--- src/rtl/soc_timer_event_arbiter.sv ---
// soc_timer_event_arbiter
//   Packet-locked round-robin arbiter that merges up to NUM_SRC AXI-Stream
//   event channels from the soc_timer block into a single master stream
//   for the DMA/logging path. Every output beat carries its source index on
//   M_TID. A grant is held from the first beat of a packet through its TLAST
//   beat. The master side is fully registered.
//
// Ports
//   ACLK, ARESET          clock and synchronous active-high reset
//   S_TDATA               packed slave data, source i at [i*DATA_WIDTH +: DATA_WIDTH]
//   S_TVALID/S_TLAST      per-source valid and end-of-packet
//   S_TREADY              per-source ready (only the granted source can be ready)
//   src_enable            per-source arbitration enable (no new grant when 0)
//   M_TDATA/M_TID/M_TLAST registered master beat, source index, end-of-packet
//   M_TVALID/M_TREADY     master handshake
//   busy                  high while a packet is locked or a beat is pending
module soc_timer_event_arbiter #(
  parameter int NUM_SRC    = 4,
  parameter int DATA_WIDTH = 32,
  parameter int ID_WIDTH   = 2
) (
  input  logic                          ACLK,
  input  logic                          ARESET,
  input  logic [NUM_SRC*DATA_WIDTH-1:0] S_TDATA,
  input  logic [NUM_SRC-1:0]            S_TVALID,
  output logic [NUM_SRC-1:0]            S_TREADY,
  input  logic [NUM_SRC-1:0]            S_TLAST,
  input  logic [NUM_SRC-1:0]            src_enable,
  output logic [DATA_WIDTH-1:0]         M_TDATA,
  output logic [ID_WIDTH-1:0]           M_TID,
  output logic                          M_TVALID,
  input  logic                          M_TREADY,
  output logic                          M_TLAST,
  output logic                          busy
);

  typedef enum logic {IDLE, GRANT} state_t;

  state_t                state_reg, state_next;
  logic [ID_WIDTH-1:0]   grant_reg, grant_next;
  logic [ID_WIDTH-1:0]   rr_ptr_reg, rr_ptr_next;
  logic [DATA_WIDTH-1:0] data_reg, data_next;
  logic [ID_WIDTH-1:0]   id_reg, id_next;
  logic                  valid_reg, valid_next;
  logic                  last_reg, last_next;

  logic [NUM_SRC-1:0]    req;
  logic [DATA_WIDTH-1:0] slice [NUM_SRC];
  logic                  out_free;
  logic                  accept;
  logic                  g_valid;
  logic                  g_last;
  logic [DATA_WIDTH-1:0] g_data;
  logic                  pick_found;
  logic [ID_WIDTH-1:0]   pick_idx;
  int                    scan_pos;

  assign req      = S_TVALID & src_enable;
  // The output register can take a new beat when empty or draining this cycle.
  assign out_free = !valid_reg || M_TREADY;

  genvar gi;
  generate
    for (gi = 0; gi < NUM_SRC; gi++) begin : g_src
      assign slice[gi]    = S_TDATA[gi*DATA_WIDTH +: DATA_WIDTH];
      assign S_TREADY[gi] = (state_reg == GRANT) && (grant_reg == ID_WIDTH'(gi)) && out_free;
    end
  endgenerate

  // Mux out the granted source's stream signals.
  always_comb begin
    g_valid = 1'b0;
    g_last  = 1'b0;
    g_data  = '0;
    for (int j = 0; j < NUM_SRC; j++) begin
      if (grant_reg == ID_WIDTH'(j)) begin
        g_valid = S_TVALID[j];
        g_last  = S_TLAST[j];
        g_data  = slice[j];
      end
    end
  end

  assign accept = (state_reg == GRANT) && g_valid && out_free;

  // Round-robin scan: first requester at or above rr_ptr, wrapping modulo
  // NUM_SRC (explicit subtract so non power-of-two counts wrap correctly).
  always_comb begin
    pick_found = 1'b0;
    pick_idx   = '0;
    scan_pos   = 0;
    for (int k = 0; k < NUM_SRC; k++) begin
      scan_pos = int'(rr_ptr_reg) + k;
      if (scan_pos >= NUM_SRC) begin
        scan_pos = scan_pos - NUM_SRC;
      end
      for (int j = 0; j < NUM_SRC; j++) begin
        if (!pick_found && (scan_pos == j) && req[j]) begin
          pick_found = 1'b1;
          pick_idx   = ID_WIDTH'(j);
        end
      end
    end
  end

  always_comb begin
    state_next  = state_reg;
    grant_next  = grant_reg;
    rr_ptr_next = rr_ptr_reg;
    data_next   = data_reg;
    id_next     = id_reg;
    last_next   = last_reg;
    valid_next  = valid_reg;

    // Drain; overridden below when a new beat lands on the same edge.
    if (valid_reg && M_TREADY) begin
      valid_next = 1'b0;
    end

    case (state_reg)
      IDLE: begin
        if (pick_found) begin
          grant_next = pick_idx;
          state_next = GRANT;
        end
      end
      GRANT: begin
        // Lock is held regardless of req; only the TLAST beat releases it.
        if (accept) begin
          data_next  = g_data;
          id_next    = grant_reg;
          last_next  = g_last;
          valid_next = 1'b1;
          if (g_last) begin
            state_next = IDLE;
            if (grant_reg == ID_WIDTH'(NUM_SRC - 1)) begin
              rr_ptr_next = '0;
            end else begin
              rr_ptr_next = grant_reg + ID_WIDTH'(1);
            end
          end
        end
      end
    endcase
  end

  always_ff @(posedge ACLK) begin
    if (ARESET) begin
      state_reg  <= IDLE;
      grant_reg  <= '0;
      rr_ptr_reg <= '0;
      data_reg   <= '0;
      id_reg     <= '0;
      valid_reg  <= 1'b0;
      last_reg   <= 1'b0;
    end else begin
      state_reg  <= state_next;
      grant_reg  <= grant_next;
      rr_ptr_reg <= rr_ptr_next;
      data_reg   <= data_next;
      id_reg     <= id_next;
      valid_reg  <= valid_next;
      last_reg   <= last_next;
    end
  end

  assign M_TDATA  = data_reg;
  assign M_TID    = id_reg;
  assign M_TVALID = valid_reg;
  assign M_TLAST  = last_reg;
  assign busy     = (state_reg == GRANT) || valid_reg;

endmodule

--- config.mk ---
export PLATFORM = sky130hd
export DESIGN_NAME = soc_timer_event_arbiter
export DESIGN_NICKNAME = d
export VERILOG_FILES = /design/src/rtl/soc_timer_event_arbiter.sv
export SDC_FILE = /design/constraint.sdc
export NUM_CORES = 1
export LEC_CHECK = 0
export CAP_MARGIN = 10
export CORE_UTILIZATION = 33
export CTS_CLUSTER_DIAMETER = 50
export DETAILED_ROUTE_END_ITERATION = 7
export GPL_ROUTABILITY_DRIVEN = 1
export PLACE_DENSITY = 0.88
export SLEW_MARGIN = 30
export SYNTH_ARGS = -nofsm -noshare
export SYNTH_HDL_FRONTEND = slang
export SYNTH_SLANG_ARGS = --single-unit
export TNS_END_PERCENT = 5
--- constraint.sdc ---
create_clock -name ACLK -period 1.7 [get_ports ACLK]
set_clock_uncertainty 0.05 [all_clocks]
set_input_delay 0.425 -clock ACLK [delete_from_list [all_inputs] [get_ports ACLK]]
set_output_delay 0.425 -clock ACLK [all_outputs]
set_load 0.005 [all_outputs]
**Word level (Yosys, flattened, before mapping)**

Cells that the tools add are included.

- Word-level logic and storage cells: 159
- Output and inout port bits: 41
- Input bits: 143
- Register bits: 41

- $add $sub $neg: 8
- Equal/unequal tests: 15
- Reductions and logical operators: 68
- $lt $le $gt $ge: 4
- Bitwise logic cells: 2
- Muxes and demuxes: 55

Operator list:

| cell | count |
|---|---|
| 32-bit by 3-bit equality test with 1-bit output, second input constant | 8 |
| 32-bit 2-to-1 mux | 8 |
| 32-bit by 2-bit equality test with 1-bit output, second input constant | 4 |
| 32-bit logical NOT | 4 |
| 1-bit logical AND | 42 |
| 1-bit 2-to-1 mux | 31 |
| 2-bit 2-to-1 mux | 15 |
| 1-bit logical NOT | 16 |
| 3-bit by 3-bit subtractor with 4-bit output, second input constant | 3 |
| 3-bit >= comparator, second input constant | 3 |
| 2-bit by 2-bit adder with 3-bit output, second input constant | 2 |
| 4-bit AND | 1 |
| 2-bit equality test, second input constant | 2 |
| 2-bit AND reduction | 2 |
| 2-bit by 3-bit subtractor with 4-bit output, second input constant | 1 |
| 2-bit by 1-bit adder with 3-bit output, second input constant | 1 |
| 2-bit by 3-bit >= comparator with 1-bit output, second input constant | 1 |
| 3-bit AND reduction | 1 |
| 2-bit by 1-bit adder with 2-bit output, second input constant | 1 |
| 2-bit by 1-bit equality test with 1-bit output, second input constant | 1 |
| 2-bit logical NOT | 1 |
| 1-bit logical OR | 2 |
| 1-bit case mux with 2 select lines | 1 |
| 1-bit NOT | 1 |

**Depth between registers and ports, before layout**

Gate-level depths: netlist of the first run.

- Depth in word-level cells: 67
- Depth in mapped cells: 9
- Depth with buffers taken out: 7

**Least setup slack after synthesis of the first run**

Ideal clock, no wire load.

- Path type: reg-to-reg
- From: register grant_reg[0]
- To: register rr_ptr_reg[0]
- Data required time: 1.519 ns
- Path slack: -0.159 ns
- Arrival: 1.678 ns
- Buffers on the path: 2
- Cell stages (with the launch flop): 10
- Library setup time: 0.131 ns
- Clock period less this slack: 1.859 ns
- Cell sequence: dfxtp_1 -> inv_1 -> ha_1 -> a211oi_2 -> a211oi_2 -> and2_1 -> buf_4 -> buf_4 -> a32oi_1 -> nor2_1

- Longest elaborated chain between the ends: 8
- Elaborated cells on any way between the ends: 17
- Classes of those cells: add/sub (1); eq/ne (3); mux (9); reduce/logical (4)

Ends and longest elaborated chain:

| element | line | RTL |
|---|---|---|
| start: declaration | 40 | `logic [ID_WIDTH-1:0] grant_reg, grant_next;` |
| start signal: assignment | 158 | `grant_reg <= grant_next;` |
| 2-bit logical NOT | 76 | `if (grant_reg == ID_WIDTH'(j)) begin` |
| 1-bit 2-to-1 mux (4 in a row) | 76 |  |
| 1-bit logical AND (2 in a row) | 84 | `assign accept = (state_reg == GRANT) && g_valid && out_free;` |
| 3-bit AND reduction (no source line) | - |  |
| end signal: assignment | 159 | `rr_ptr_reg <= rr_ptr_next;` |
| end: declaration | 41 | `logic [ID_WIDTH-1:0] rr_ptr_reg, rr_ptr_next;` |

Parallel ways exist; a longest one is shown, timed or not.
A chain may end at the register's enable or synchronous reset.

**Worst setup path after layout of the first run**

- From: register grant_reg[1]
- To: register id_reg[1], in the netlist M_TID[1]

- Longest elaborated chain between the ends: 8
- Elaborated cells on any way between the ends: 11
- Classes of those cells: eq/ne (3); mux (4); reduce/logical (4)

Ends and longest elaborated chain:

| element | line | RTL |
|---|---|---|
| 2-bit logical NOT | 76 |  |
| 1-bit 2-to-1 mux (4 in a row) | 76 |  |
| 1-bit logical AND (2 in a row) | 84 |  |
| 2-bit AND reduction (no source line) | - |  |
| end signal: assignment | 161 | `id_reg <= id_next;` |
| end: declaration | 43 | `logic [ID_WIDTH-1:0] id_reg, id_next;` |

Parallel ways exist; a longest one is shown, timed or not.

==> results of run 1 <==
## area by class of cell
class,count,area [um2],share of cell area [%]
sequential,41,831,15.8
clock buffer,7,86.3,1.64
inverter,4,20.0,0.381
multi-input combinational,254,1870,35.5
tap,105,131,2.50
timing repair buffer,235,2330,44.2
## cells by family (layout without fill, tap and decap cells)
| family | Yosys count | after routing | synth area share (%) |
|---|---|---|---|
| buffers and inverters | 40 | 246 | 7.66 |
| and+or+nand+nor | 127 | 127 | 23.4 |
| AOI/OAI and AO/OA | 119 | 119 | 35.7 |
| adders and majority gates | 4 | 4 | 1.80 |
| DFF | 41 | 41 | 29.5 |
| muxes | 4 | 4 | 1.89 |
## power by group through the flow
stage	Sequential, mW	Combinational [mW]	Clock (mW)
4_1_cts	1.17	2.07	0.664
3_3_place_gp	1.18	1.87	0
3_5_place_dp	1.19	1.94	0
6_report	1.17	2.08	0.640
5_1_grt	1.18	2.26	0.699
2_1_floorplan	1.19	1.02	0
## per-stage QoR
stage               power (mW)  cell area (um2)
floorplan                 2.21             2840
global placement          3.05             4960
detailed placement        3.12             4960
CTS                       3.90             5230
global route              4.15             5260
finish                    3.89             5260
## cells in the final DEF (no fill, tap or decap), drive strengths merged, types with 5 or more instances in the layout
cell type and instances:
and2 5, clkbuf 10, clkdlybuf4s50 176, a211oi 35, a221oi 32, a21oi 40
buf 52, dfxtp 41, nor3 31, nor2b 33, nand2 8, nor2 40
## worst reg2reg max path, stage by stage (launching register included)
cell	delay, ns
dfxtp_4	0.37
inv_4	0.05
ha_4	0.16
buf_6	0.13
nand3b_1	0.16
a211oi_2	0.22
and2_4	0.21
buf_12	0.13
buf_12	0.14
mux2i_1	0.18
nor2_1	0.05
## metal layers
metal,up-vias,share of wire [%],track usage [%]
li1,1660,-,-
met1,1596,40,24.4
met2,134,51,42.3
met3,12,8.0,5.42
met4,0,1.2,5.38
met5,-,0,0
## Yosys cell counts, drive strengths merged
library cell / number
a21o: 1
a211oi: 35
clkbuf: 14
inv: 4
and3: 4
o22ai: 1
nor2: 40
a32oi: 1
a31oi: 3
o21ai: 4
nor3b: 1
or2: 1
mux2i: 3
o211ai: 1
nor2b: 33
mux4: 1
buf: 22
nand2b: 2
a221oi: 32
nand3b: 2
ha: 4
nand2: 8
a21oi: 40
a311oi: 1
nor3: 31
and2: 5
dfxtp: 41
## how the worst min path moves through the flow
stage	endpoint	slack [ns]	from	cells after the start
2_1_floorplan	M_TLAST	0.42	M_TLAST	2
3_3_place_gp	M_TLAST	0.41	M_TLAST	2
3_5_place_dp	M_TLAST	0.42	M_TLAST	2
4_1_cts	M_TLAST	0.44	M_TLAST	2
5_1_grt	M_TLAST	0.46	M_TLAST	2
6_report	M_TLAST	0.43	M_TLAST	2
## what timing repair did
action | CTS | global route
pin swaps | 14 | 17
gates cloned | 2 | 1
gates resized for setup | 30 | 8
buffers inserted | 4 | 0
setup endpoints to repair | 45 | 45
==> metrics.md, run 1 <==
| Metric | Value |
|---|---|
| Chip width | `93.7 um` |
| Mapped Cells | `335` |
| CTS Buf Count | `5` |
| FF-to-FF path depth | `10` |
| CP delay by family, top | `buffers and inverters` |
| Final cell count without fillers | `646` |
| Synth-to-Final Area Change | `89.4%` |
| Share of the synthesized area in the top cell type | `29.5%` |
| Sw Ratio | `33.1%` |
| Ports | `184` |
| # H-tree levels | `2` |
| Final #Nets | `688` |
| CTS tree | `yes` |
| R2R setup slack | `-0.26 ns` |
| Routed wire per std cell | `15.6 um` |
| Worst setup path end | `M_TID[1]` |
| Critical path depth in cells | `10` |
| Hold WS | `0.431 ns` |
| Critical Path RT | `1.82 ns` |
| Ys Warns | `0` |
| Dpl ws | `-0.507 ns` |
| Critical path class | `register to register` |
| Core Region | `8180 um2` |
| Crit path DAT | `2.08 ns` |
| Maxcap violations | `0` |
| Gr usage total | `22.2%` |
| Logic pwr share | `53.5%` |
| Final setup viols | `43` |
| Seq/Total Area, Yosys | `29.5%` |
| Gr ovfl total | `0` |
| Power density cells | `739 nW/um2` |
| TNS Setup | `-8.30 ns` |
| DRC errors left | `0` |
| First-pass GRT wire length | `15500 um` |
| Crit. Startpoint | `grant_reg[1]` |
| Clock Pin Slew Worst Setup and Hold Paths | `0.08 ns` |
| Vias | `3402` |
| Crit path launch type | `register` |
| Tmin final | `1.96 ns` |
| 1st-iter DRT viols | `86` |
| Net Count, Synth | `482` |
| Layout fillers | `672` |
| RR Endpoint | `M_TID[1]` |
| Avg Cell Area, Syn | `8.29 um2` |
| Final period utilization | `115%` |
| Critical path endpoint category | `register` |
| Most used cell, CP | `buf_12` |
| Initial Util | `34.0%` |
| Largest net degree at the start of global routing | `40` |
| Min-Delay Path Class | `register to register` |
| RSZ-0062 raised after global routing | `true` |
| Top cells by area, synth | `dfxtp_1 (30%), a211oi_2 (15%), a221oi_1 (10%), a21oi_1 (7.2%), nor2b_1 (7.2%)` |
| Clk pwr share | `16.5%` |
| Max VDD drop | `0.381 mV` |
| CTS max path bufs | `2` |
| Avg Vias per Cell | `5.27` |
| NetSw | `1.29 mW` |
| Reg power frac | `30.0%` |
| Crit-path slowest cell | `dfxtp_4` |
| Drt total wl | `10100 um` |
| CTS Hold Bufs | `0` |
| Antenna violations before repair | `0` |
| Max reg flops | `32` |
| CP Max Fanout | `14` |
| Leading area contributor after synthesis | `dfxtp_1` |
| Outcome | `complete, but fails checks` |
| Failing checks | `negative setup slack` |
| # port buffers | `183` |
| Die Height | `93.7 um` |
| Max frequency | `511 MHz` |
| Die ar. | `8790 um2` |
| DRT Pass-1 Iters | `4` |
| HPWL after detailed placement | `7280 um` |
| Mapped Area | `2780 um2` |
| Final Slew Violations | `0` |
| Vias in the first global route | `3363` |
| Hold violation count in the final report | `0` |
| Final Wtd Congestion | `0.758` |
| Int Power | `2.60 mW` |
| Worst rel slew slack | `74.1%` |
| ANT nets after route | `0` |
| FF+latch count, synth | `41` |
| Worst-path cell chain | `inv_4, ha_4, buf_6, nand3b_1, a211oi_2, and2_4, buf_12, buf_12, mux2i_1, nor2_1` |
| Leak pwr | `1.90 nW` |
| Cell total after placement | `632` |
| Number of core rows | `33` |
| Final worst slack | `-0.256 ns` |
| CP Buf/Inv Count | `4` |
| Worst-Skew Late Latency | `0.29 ns` |
| # diodes | `0` |
| Root Buffer Master | `clkbuf_8` |
| Share of layout cells above drive strength 1 | `23.3%` |
| Netlist cell types | `33` |
| RR Startpoint | `grant_reg[1]` |
| Fin util | `64.3%` |
| Worst-margin pin slew | `0.389 ns` |
| Worst path max stage delay | `0.37 ns` |
| Sink Count | `41` |
Note: power is estimated with default switching activity, not from simulation.
==> run 2: changes to the inputs <==
--- a/config.mk
+++ b/config.mk
@@ -6,8 +6,10 @@
 export NUM_CORES = 1
 export LEC_CHECK = 0
 export CAP_MARGIN = 10
+export CORE_ASPECT_RATIO = 2
 export CORE_UTILIZATION = 33
 export CTS_CLUSTER_DIAMETER = 50
+export CTS_CLUSTER_SIZE = 16
 export DETAILED_ROUTE_END_ITERATION = 7
 export GPL_ROUTABILITY_DRIVEN = 1
 export PLACE_DENSITY = 0.88
==> metrics.md, run 2 (synthesis results as in run 1) <==
| Metric | Value |
|---|---|
| Outcome | `complete, but fails checks (unchanged)` |
| Failing checks | `negative setup slack (unchanged)` |
| Cell total after placement | `616 (was 632)` |
| Final Power | `4.31 mW (was 3.89 mW)` |
| Worst-path cell chain | `inv_4, ha_4, buf_6, nand3b_1, a211oi_2, and2_4, buf_12, clkbuf_16, buf_6, a211oi_2 (was inv_4, ha_4, buf_6, nand3b_1, a211oi_2, and2_4, buf_12, buf_12, mux2i_1, nor2_1)` |
| Worst path max stage delay | `0.37 ns (about the same)` |
| Maxcap violations | `0 (unchanged)` |
| Final Slew Violations | `0 (unchanged)` |
| Met3 wire length | `461 um (was 811 um)` |
| Number of core rows | `47 (was 33)` |
| DRT Pass-1 Iters | `4 (unchanged)` |
| Max reg flops | `32 (unchanged)` |
| Vias in the first global route | `3647 (was 3363)` |
| CP Max Fanout | `5 (was 14)` |
| Critical path class | `register to register (unchanged)` |
| Min-Delay Path Class | `register to register (unchanged)` |
| Highest-count cells in the layout ignoring fill and taps | `clkdlybuf4s50_1 (174), dfxtp_1 (37), a21oi_1 (37) (was clkdlybuf4s50_1 (176), buf_4 (43), a21oi_1 (38))` |
| Initial Util | `33.7% (was 34.0%)` |
| Max frequency | `501 MHz (was 511 MHz)` |
| Hold depth | `2 (unchanged)` |
| Final setup viols | `43 (unchanged)` |
| Die Height | `132 um (was 93.7 um)` |
| CTS tree | `yes (unchanged)` |
| Root Buffer Master | `clkbuf_16 (was clkbuf_8)` |
| Drt total wl | `11000 um (was 10100 um)` |
| Commonest non-fill, non-tap cell in the layout | `clkdlybuf4s50_1 (unchanged)` |
| Metal2 WL | `6470 um (was 5130 um)` |
| Core Region | `8230 um2 (was 8180 um2)` |
| Vias | `3446 (was 3402)` |
| CTS max path bufs | `2 (unchanged)` |
| Power density cells | `781 nW/um2 (was 739 nW/um2)` |
| Hold violation count in the final report | `0 (unchanged)` |
| Crit path launch type | `register (unchanged)` |
| Largest net degree at the start of global routing | `42 (was 40)` |
| # port buffers | `183 (unchanged)` |
| First-pass GRT wire length | `17000 um (was 15500 um)` |
| Critical Path RT | `1.80 ns (was 1.82 ns)` |
| Final #Nets | `690 (was 688)` |
| Synth-to-Final Area Change | `98.5% (was 89.4%)` |
| Gr usage total | `25.1% (was 22.2%)` |
| Avg Vias per Cell | `5.37 (was 5.27)` |
| Critical path depth in cells | `10 (unchanged)` |
| Antenna violations before repair | `0 (unchanged)` |
| Worst-Skew Late Latency | `0.28 ns (was 0.29 ns)` |
| Share of layout cells above drive strength 1 | `23.7% (was 23.3%)` |
| # diodes | `0 (unchanged)` |
| Crit-path slowest cell | `dfxtp_4 (unchanged)` |
| Fin util | `67.0% (was 64.3%)` |
| CP Buf/Inv Count | `5 (was 4)` |
| Tmin final | `2.00 ns (was 1.96 ns)` |
| FF-to-FF path depth | `10 (unchanged)` |
| CTS Buf Count | `5 (unchanged)` |
| Die ar. | `8810 um2 (was 8790 um2)` |
| Layout fillers | `648 (was 672)` |
| ANT nets after route | `0 (unchanged)` |
| Ports | `184 (unchanged)` |
| DRT met1 WL | `3780 um (was 4030 um)` |
| Leak pwr | `2.00 nW (was 1.90 nW)` |
| # H-tree levels | `2 (unchanged)` |
| CTS Hold Bufs | `0 (unchanged)` |
| Final period utilization | `118% (was 115%)` |
| Worst-margin pin slew | `0.410 ns (was 0.389 ns)` |
| Final cell count without fillers | `642 (was 646)` |
| Crit path DAT | `2.10 ns (was 2.08 ns)` |
| Final Wtd Congestion | `0.888 (was 0.758)` |
| CP delay by family, top | `buffers and inverters (unchanged)` |
| Dpl ws | `-0.521 ns (was -0.507 ns)` |
| Gr ovfl total | `0 (unchanged)` |
| Top sig layer | `met4 (unchanged)` |
| Chip width | `66.9 um (was 93.7 um)` |
| Max VDD drop | `0.761 mV (was 0.381 mV)` |
| DRC errors left | `0 (unchanged)` |
| Routed wire per std cell | `17.2 um (was 15.6 um)` |
| Worst rel slew slack | `72.6% (was 74.1%)` |
| Critical path endpoint category | `register (unchanged)` |
| RSZ-0062 raised after global routing | `true (unchanged)` |
| Final worst slack | `-0.298 ns (was -0.256 ns)` |
| Sink Count | `41 (unchanged)` |
| HPWL after detailed placement | `7680 um (was 7280 um)` |
| 1st-iter DRT viols | `103 (was 86)` |
| Clock Pin Slew Worst Setup and Hold Paths | `0.06 ns (was 0.08 ns)` |
-- run 2: changes by cell type in the layout (fill, tap and decap cells not counted), moves of 2 or more --
cell and change:
clkdlybuf4s50_1 -2, clkdlybuf4s15_2 +2, a221oi_2 -2, clkinv_1 +2
a221oi_1 +2, buf_4 -15, clkbuf_8 -6, buf_16 +4
buf_12 +7, buf_6 +6, clkbuf_16 +6
-- run 2: path summary, 6_finish.rpt --
| path | start | end | slack (ns) |
|---|---|---|---|
| worst max-delay path | grant_reg[1] | M_TDATA[1] | -0.30 |
| worst min-delay path | M_TLAST | M_TLAST | 0.44 |
| worst max register to register | grant_reg[1] | M_TDATA[1] | -0.30 |
| worst min register to register | M_TLAST | M_TLAST | 0.44 |
-- run 2: cell type report --
class | instances | area (um2) | share of cell area (%)
Sequential cell | 41 | 831 | 15.1
Inverter | 4 | 20.0 | 0.363
Clock inverter | 3 | 12.5 | 0.227
Timing Repair Buffer | 237 | 2530 | 45.9
Tap cell | 98 | 123 | 2.22
Clock buffer | 5 | 125 | 2.27
Multi-Input combinational cell | 254 | 1870 | 33.9
-- run 2: stage by stage --
step / hold slack, ns / setup TNS [ns] / cell area, um2
after floorplan: 0.416 / -2.23 / 2840
after global placement: 0.412 / -17.11 / 4920
after detailed placement: 0.427 / -19.39 / 4920
after CTS: 0.443 / -10.17 / 5480
after global routing: 0.467 / -13.25 / 5510
final: 0.437 / -10.87 / 5510
-- run 2: worst register-to-register path, cell delays in order, from the launching register on --
cell       delay (ns)
dfxtp_4          0.37
inv_4            0.05
ha_4             0.15
buf_6            0.12
nand3b_1         0.16
a211oi_2         0.28
and2_4           0.25
buf_12           0.15
clkbuf_16        0.14
buf_6            0.09
a211oi_2         0.05
-- run 2: report_power, final --
| group | leakage [nW] | switching (mW) | internal [mW] |
|---|---|---|---|
| sequential | 0.337 | 0.0867 | 1.09 |
| combinational | 1.60 | 0.949 | 1.31 |
| clock | 0.0687 | 0.347 | 0.530 |
-- run 2: repair_timing --
action,4_1_cts,5_1_grt
pin swaps,23,19
setup endpoints to repair,45,45
resized for setup,42,13
cloned,7,2
buffers inserted,9,4
-- run 2: per-layer routing --
layer	global-route usage, %	up-vias
li1	-	1670
met1	23.6	1633
met2	49.8	118
met3	3.11	25
met4	10.9	0
met5	0	-
